File: src/rtl/ardu_link_pkg.sv
// ardu_link_pkg: shared widths, special codes and FSM encoding for the digit link receiver
package ardu_link_pkg;
   localparam int CODE_W = 4;
   localparam int SYM_W  = 3;
   localparam logic [CODE_W-1:0] CODE_CLEAR = 4'd14;
   localparam logic [CODE_W-1:0] CODE_END   = 4'd15;
   typedef enum logic {WAIT_HI = 1'b0, WAIT_LO = 1'b1} state_t;
   function automatic logic is_digit(input logic [CODE_W-1:0] c);
      return c < 4'd10;
   endfunction
endpackage

File: src/rtl/ardu_link_sync.sv
// ardu_link_sync: multi-flop synchroniser for the link lines plus strobe rising-edge detect
module ardu_link_sync #(
   parameter int SYNC_STAGES = 2
) (
   input  logic       hwclk,
   input  logic       resetN,
   input  logic [3:0] lines,
   output logic [2:0] sym,
   output logic       sym_stb
);
   logic [3:0] sync_q [SYNC_STAGES];
   logic       stb_prev;
   // shift the raw lines through the synchroniser chain and remember the last synced strobe
   always_ff @(posedge hwclk or negedge resetN)
      if (!resetN) begin
         sync_q   <= '{default: '0};
         stb_prev <= 1'b0;
      end else begin
         sync_q[0] <= lines;
         for (int i = 1; i < SYNC_STAGES; i++) sync_q[i] <= sync_q[i-1];
         stb_prev <= sync_q[SYNC_STAGES-1][3];
      end
   assign sym     = sync_q[SYNC_STAGES-1][2:0];
   assign sym_stb = sync_q[SYNC_STAGES-1][3] & ~stb_prev;
endmodule

File: src/rtl/ardu_link_receiver.sv
// ardu_link_receiver: reassembles 4-bit codes from symbol pairs and accumulates decimal numbers
module ardu_link_receiver
   import ardu_link_pkg::*;
#(
   parameter int TIMEOUT_CYCLES = 1200000,
   parameter int MAX_DIGITS     = 10,
   parameter int SYNC_STAGES    = 2
) (
   input  logic              hwclk,
   input  logic              resetN,
   input  logic              in0,
   input  logic              in1,
   input  logic              in2,
   input  logic              inControl,
   output logic [CODE_W-1:0] code,
   output logic              code_valid,
   output logic [31:0]       number,
   output logic              number_valid,
   output logic              num_err,
   output logic              frame_err,
   output logic              busy
);
   localparam int TW = $clog2(TIMEOUT_CYCLES + 1);
   localparam int DW = $clog2(MAX_DIGITS + 2);
   localparam logic [TW-1:0] T_LAST = TW'(TIMEOUT_CYCLES - 1);
   localparam logic [DW-1:0] D_MAX  = DW'(MAX_DIGITS);

   state_t             state, state_nxt;
   logic [SYM_W-1:0]   sym;
   logic               sym_stb;
   logic               hi_bit;
   logic [TW-1:0]      tcnt;
   logic [31:0]        acc;
   logic [DW-1:0]      dcnt;
   logic               ovf;

   ardu_link_sync #(.SYNC_STAGES(SYNC_STAGES)) u_sync (
      .hwclk  (hwclk),
      .resetN (resetN),
      .lines  ({inControl, in2, in1, in0}),
      .sym    (sym),
      .sym_stb(sym_stb)
   );

   wire              hi_ok    = (state == WAIT_HI) && sym_stb && (sym[2:1] == 2'b00);
   wire              hi_bad   = (state == WAIT_HI) && sym_stb && (sym[2:1] != 2'b00);
   wire              lo_edge  = (state == WAIT_LO) && sym_stb;
   wire              timeout  = (state == WAIT_LO) && !sym_stb && (tcnt == T_LAST);
   wire [CODE_W-1:0] new_code = {hi_bit, sym};
   wire [35:0]       prod     = {4'd0, acc} * 36'd10 + {32'd0, new_code};
   wire [DW-1:0]     dcnt_inc = dcnt + 1'b1;
   wire              dig_ovf  = (prod > 36'hFFFF_FFFF) || (dcnt_inc > D_MAX);

   // state register
   always_ff @(posedge hwclk or negedge resetN)
      if (!resetN) state <= WAIT_HI;
      else state <= state_nxt;

   // next state: a good high symbol opens a code, a low edge or timeout closes it (edge wins)
   always_comb begin
      state_nxt = (state == WAIT_HI) ? (hi_ok ? WAIT_LO : WAIT_HI)
                                     : ((sym_stb || timeout) ? WAIT_HI : WAIT_LO);
   end

   // busy while a high symbol awaits its low partner
   always_comb begin
      busy = (state == WAIT_LO);
   end

   // code assembly, timeout counting, digit accumulation and commit on END
   always_ff @(posedge hwclk or negedge resetN)
      if (!resetN) begin
         code         <= '0;
         code_valid   <= 1'b0;
         number       <= '0;
         number_valid <= 1'b0;
         num_err      <= 1'b0;
         frame_err    <= 1'b0;
         hi_bit       <= 1'b0;
         tcnt         <= '0;
         acc          <= '0;
         dcnt         <= '0;
         ovf          <= 1'b0;
      end else begin
         code_valid   <= lo_edge;
         number_valid <= lo_edge && (new_code == CODE_END);
         frame_err    <= hi_bad || timeout;
         tcnt         <= ((state == WAIT_LO) && !sym_stb) ? tcnt + 1'b1 : '0;
         if (hi_ok) hi_bit <= sym[0];
         if (lo_edge) begin
            code <= new_code;
            if (new_code == CODE_END) begin
               number  <= acc;
               num_err <= ovf;
               acc     <= '0;
               dcnt    <= '0;
               ovf     <= 1'b0;
            end else if (new_code == CODE_CLEAR) begin
               acc  <= '0;
               dcnt <= '0;
               ovf  <= 1'b0;
            end else if (is_digit(new_code) && !ovf) begin
               if (dig_ovf) ovf <= 1'b1;
               else begin
                  acc  <= prod[31:0];
                  dcnt <= dcnt_inc;
               end
            end
         end
      end
endmodule
File: config.mk
export PLATFORM = sky130hd
export DESIGN_NAME = ardu_link_receiver
export DESIGN_NICKNAME = d
export VERILOG_FILES = /design/src/rtl/ardu_link_pkg.sv /design/src/rtl/ardu_link_sync.sv /design/src/rtl/ardu_link_receiver.sv
export SDC_FILE = /design/constraint.sdc
export NUM_CORES = 1
export LEC_CHECK = 0
export ABC_CLOCK_PERIOD_IN_PS = 4400
export BUFFER_PORTS_ARGS = -buffer_cell sky130_fd_sc_hd__buf_2
export CORE_ASPECT_RATIO = 0.6
export CORE_MARGIN = 2
export CORE_UTILIZATION = 56
export CTS_CLUSTER_SIZE = 16
export DETAILED_ROUTE_END_ITERATION = 8
export GPL_ROUTABILITY_DRIVEN = 0
export PLACE_DENSITY = 0.81
export SETUP_SLACK_MARGIN = 0.2
export SLEW_MARGIN = 40
export SYNTH_ARGS = -nofsm -noshare
export SYNTH_HDL_FRONTEND = slang
export SYNTH_SLANG_ARGS = --single-unit
File: constraint.sdc
create_clock -name hwclk -period 4.4 [get_ports hwclk]
set_input_delay 0.44 -clock hwclk [delete_from_list [all_inputs] [get_ports hwclk]]
set_output_delay 0.44 -clock hwclk [all_outputs]
set_load 0.03 [all_outputs]
# Word-level counts from Yosys, hierarchy flattened
# Index checks and enable logic that the tools add are counted.
[totals]
rom_bits = 0
input_bits = 6
mem_bits_rw = 0
latch_bits = 0
regBits = 109
mem_count = 0
output_inout_bits = 41
wordCells = 65
[op_classes]
muxes = 16
n_reduce_logical = 20
n_lt_le_gt_ge = 3
div = 0
n_eq_ne = 4
n_addsub = 3
bitwise_logic = 3
shift = 0
multipliers = 1
[ops]
columns = ["cell", "count"]
rows = [
  ["32-bit 2-to-1 mux", 4],
  ["36-bit by 4-bit adder with 36-bit output", 1],
  ["36-bit by 32-bit greater-than comparator with 1-bit output, second input constant", 1],
  ["32-bit by 3-bit multiplier with 35-bit output, second input constant", 1],
  ["21-bit by 1-bit adder with 21-bit output, second input constant", 1],
  ["21-bit == test, second input constant", 1],
  ["21-bit 2-to-1 mux", 1],
  ["4-bit 2-to-1 mux", 4],
  ["4-bit == test, second input constant", 2],
  ["1-bit logical AND", 8],
  ["1-bit 2-to-1 mux", 7],
  ["3-bit AND reduction", 2],
  ["3-bit nonzero test", 2],
  ["4-bit by 1-bit adder with 4-bit output, second input constant", 1],
  ["4-bit greater-than comparator, second input constant", 1],
  ["4-bit less-than comparator, second input constant", 1],
  ["1-bit logical OR", 3],
  ["3-bit by 1-bit != test with 1-bit output, second input constant", 1],
  ["1-bit zero test", 2],
  ["2-bit zero test", 1],
  ["1-bit inverter", 2],
  ["2-bit AND reduction", 1],
  ["2-bit nonzero test", 1],
  ["1-bit AND", 1],
]

# Longest topological paths before layout
[depth]
ltp_word = 8
ltp_mapped = 17
mapped_depth_nobuf = 13

# Modules after synthesis
# A second synthesis with hierarchy kept.
[unflattened]
hier_cells = 752
area_unflattened_um2 = 7385.8
[by_module_without_submodules]
columns = ["module", "area_each_um2", "instances", "cells_per_inst", "seq_area_each_um2"]
rows = [
  ["ardu_link_receiver", 7124.3, 1, 739, 2502.4],
  ["ardu_link_sync", 261.5, 1, 13, 225.2],
]

# Worst setup path after synthesis
# Ideal clock, no wire load.
[synth_timing]
kind = "register -> register"
start = "reg acc[1]"
end = "reg dcnt[0]"
stages_incl_launch_ff = 18
synth_period_minus_slack_ns = 4.491
setup_time_ns = 0.092
required_time_ns = 4.308
path_buffers = 4
path_slack_ns = -0.091
t_arrival_ns = 4.399
cell_sequence = "dfrtp_1 -> ha_1 -> ha_1 -> fa_1 -> a21o_1 -> a221oi_2 -> o221ai_2 -> xor2_1 -> nand3_2 -> or4b_1 -> buf_6 -> o311a_1 -> and4_1 -> buf_2 -> o211a_1 -> buf_6 -> buf_12 -> o31ai_2"
[synth_between]
elab_chain_len = 6
[synth_rtl]
columns = ["item", "line", "rtl"]
rows = [
  ["from (decl)", "ardu_link_receiver.sv:33", "logic [31:0] acc;"],
  ["from (signal assigned)", "ardu_link_receiver.sv:105", "acc <= prod[31:0];"],
  ["32-bit by 3-bit multiplier with 35-bit output", "ardu_link_receiver.sv:50", "wire [35:0] prod = {4'd0, acc} * 36'd10 + {32'd0, new_code};"],
  ["36-bit by 4-bit adder with 36-bit output", "ardu_link_receiver.sv:50", ""],
  ["36-bit by 32-bit greater-than comparator with 1-bit output", "ardu_link_receiver.sv:52", "wire dig_ovf = (prod > 36'hFFFF_FFFF) || (dcnt_inc > D_MAX);"],
  ["1-bit logical OR", "ardu_link_receiver.sv:52", ""],
  ["3-bit by 1-bit != test with 1-bit output (no source line)", "--", ""],
  ["3-bit AND reduction (no source line)", "--", ""],
  ["to (signal assigned)", "ardu_link_receiver.sv:106", "dcnt <= dcnt_inc;"],
  ["to (decl)", "ardu_link_receiver.sv:34", "logic [DW-1:0] dcnt;"],
]
# No other way between the ends.
# A chain may end at the register's enable or synchronous reset.

# Final worst setup path
[layout_timing]
start = "reg acc[5]"
end = "reg acc[31]"
[layout_between]
elab_chain_len = 6
word_cells_on_any_way = 10
classes_between = "add/sub (1); mul (1); order compare (1); eq/ne (1); mux (4); reduce/logical (2)"
[layout_rtl]
columns = ["item", "line"]
rows = [
  ["32-bit by 3-bit multiplier with 35-bit output *", "ardu_link_receiver.sv:50"],
  ["36-bit by 4-bit adder with 36-bit output *", "ardu_link_receiver.sv:50"],
  ["36-bit by 32-bit greater-than comparator with 1-bit output or 32-bit 2-to-1 mux (tied branches)", "ardu_link_receiver.sv:52, ardu_link_receiver.sv:103"],
  ["1-bit logical OR or 32-bit 2-to-1 mux (tied branches)", "ardu_link_receiver.sv:52, ardu_link_receiver.sv:102"],
  ["3-bit by 1-bit != test with 1-bit output (no source line) or 32-bit 2-to-1 mux (tied branches)", "--"],
  ["3-bit AND reduction (no source line) or 32-bit 2-to-1 mux (tied branches)", "--"],
]
# Every way passes the cells marked *; elsewhere a longest branch is shown, timed or not. The select of a mux whose other input is x is not followed.

==> impl_results.md <==
* Peak Freq at 233.3 MHz
* RSZ-0062 raised after global routing: true
* H-tree Lvls at 3
* Clock latency on the worst-skew pair at about 0.36 ns
* Sequential fraction of the synthesis area at between 30 and 40%
* Max Root-Sink Buffers at 2
* Wire length per cell at between 15 and 20 µm
* Initial antenna violation count at 0
* Syn. warnings at 0
* GRT Util Overall at 26.96%
* Layout cells sized above 1 at between 20% and 30%
* Post-synth EDFFs at 0
* Die span in x at between 150 and 200 µm
* Placed wire-length estimate at ~14000 µm
* Drt first pass iters at 5
* # diodes at 0
* Critical setup path kind: flip-flop to flip-flop
* Top cell type's share of synthesized area at a little over a third
* PwrDens at 459.5 nW/µm²
* Syn Area/Cell at 9.943 µm²
* TritonCTS Buffers at 9
* Top FF cell, synth: dfrtp_1
* Arr. time, crit path at 4.54 ns
* Worst-path fanout max at 6
* Detailed-route via count at between 6000 and 7000
* P&R area growth vs syn at 16.42%
* # port buffers at 46
* Maximum VDD drop at 0.3383 mV
* Worst Path Required at 4.66 ns
* Placeable core area at 12930 µm²
* Vias/cell at around 6.4
* Hold Slack at approximately 0.069 ns
* Lkg Pwr at around 4.2 nW
* Cells after synthesis at 752
* Commonest cells in the netlist: dfrtp_1 (109), nand2_1 (93), ha_1 (66)
* Setup violations, final at 0
* Std-Cell Rows at 32
* Critical Path Start Type: flip-flop
* Worst Clk Skew at about 0.010 ns
* Die ar. at ~14000 µm²
* Starting density of the core at just under 60%
* Crit path time final at 4.287 ns
* Syn_nets at between 800 and 900
* Post-layout worst setup margin at about 0.11 ns
* Pre-CTS setup slack at -0.09670 ns
* Die Y at 93.51 µm
* Hold buffer count at cts at 0
* Initial DRC count at 713
* Global route overflow at 0
* Clk pin slew, worst setup/hold paths at about 0.080 ns
* Worst min-delay path class: primary input to asynchronous set/reset pin
* Total Wirelength at approximately 20000 µm
* Nets at between 800 and 900
* Period utilization at 97.42%
* Worst Max-Slew Pin Slew at ~0.75 ns
* Post-synth top area cell: dfrtp_1
* Synth Cell Area at between 7000 and 8000 µm²
* Asr flop ratio synth at between 90% and 100%
* Number of I/O pins at 47
* Top cells by area, synth: dfrtp_1 (36%), ha_1 (11%), mux2_2 (5.3%), nand2_1 (4.7%), mux2i_1 (4.3%)
* Global-route wire length before repair at between 30000 and 40000 µm
* Top-count cell post-synth: dfrtp_1
* Critical Path Sink Type: flip-flop
* Status: finished clean
* Unique masters post-synth at 90
* Clk sinks at between 100 and 150
* Post-route ant nets at 0
* Final hold violation count at 0
* Largest net degree at the start of global routing at 72
* Register bit total from synthesis at about 110
* DRC viols at 0
* CTS tree: done
* Overall Power at between 3 and 4 mW
* Max Transition Viols Final at 0
* Root buffer cell: clkbuf_16
* Max Cap Violations at 0
* Slew margin rel. at approximately 50%
* Number of global-route vias before repair at roughly 6000
[routing by layer]
metal	share of wire [%]	global-route usage, %	up-vias
li1	-	-	2877
met1	45	40.61	3058
met2	42	38.65	396
met3	10	6.256	65
met4	2.3	7.407	0
met5	0	0	-
[flip-flops by register name (all words and copies together), names as in the netlist, 3 cells and up]
register,count
acc,32
code,4
dcnt,4
number,32
tcnt,21
u_sync.sym,3
u_sync.sync_q,5
[per-stage QoR]
stage          TNS (ns)  std cells  utilization, %  cell area [µm²]
5_1_grt               0        997           67.31             8705
2_1_floorplan         0        752               -             7512
6_report              0        997           67.31             8705
3_5_place_dp     -1.186        964           61.30             7928
4_1_cts               0        990           65.19             8431
3_3_place_gp          0        964           61.27             7924
[worst max-delay path, stage by stage (launching register included)]
cell and delay (ns):
dfrtp_2 0.46, ha_1 0.36, ha_4 0.28, a21o_1 0.23
a31o_2 0.28, o2111a_2 0.36, o211ai_1 0.26, nand4_2 0.19
or3b_4 0.47, nor4_4 0.35, a41oi_2 0.22, o211a_4 0.36
buf_12 0.16, a22o_2 0.20
[timing repair]
item	in CTS	in global routing
pin swaps	10	13
gates resized for setup	16	38
cloned	1	1
endpoints found under the setup margin	37	37
buffers inserted	9	6
[power breakdown]
group | switching (mW) | leakage [nW] | total (mW) | internal (mW)
clock network | 0.435 | 0.151 | 0.847 | 0.412
logic | 1.08 | 2.54 | 1.91 | 0.829
registers | 0.132 | 1.47 | 1.24 | 1.11
[cell type report]
type	count	area, µm²
Clock buffer	9	225.2
Clock inverter	7	83.83
Fill cell	923	4228
Inverter	18	67.56
Multi-Input combinational cell	598	4792
Sequential cell	109	2729
Tap cell	170	212.7
Timing Repair Buffer	86	594.3
[cells in the final DEF (no fill, tap or decap), types with 4 or more instances in the layout]
cell / count
a211oi_1: 4
a21o_1: 15
a21oi_1: 23
a21oi_2: 5
a31oi_1: 5
and2_1: 7
and3_1: 9
buf_2: 45
buf_4: 35
clkbuf_16: 10
dfrtp_1: 108
ha_1: 53
ha_2: 7
ha_4: 6
inv_1: 18
mux2_2: 35
mux2i_1: 32
nand2_1: 93
nand2b_1: 5
nand3_1: 26
nand4_1: 14
nor2_1: 46
nor3_1: 11
o211ai_1: 8
o21a_1: 4
o21ai_0: 22
or3_1: 9
xnor2_1: 32
xor2_1: 27
[cell families after synthesis]
| family | synth area share [%] |
|---|---|
| AND/OR/NAND/NOR | 18.32 |
| buffers and inverters | 3.748 |
| XOR/XNOR | 7.262 |
| flip-flops | 36.48 |
| multiplexers | 9.555 |
| adder cells (fa/ha/maj) | 11.58 |
| AO/OA/AOI/OAI | 13.05 |
[final timing paths]
kind / from / end / slack [ns] / cells after the start
worst min register to register: u_sync.sync_q[4] / u_sync.sym[0] / 0.35 / 0
worst max-delay path: acc[5] / acc[31] / 0.11 / 13
max in group asynchronous: resetN / acc[5] / 3.37 / 2
min in group hwclk: in1 / u_sync.sync_q[5] / 0.18 / 1
worst min-delay path: resetN / acc[18] / 0.07 / 1
worst max register to register: acc[5] / acc[31] / 0.11 / 13
Power figures use the tool's default switching activity.
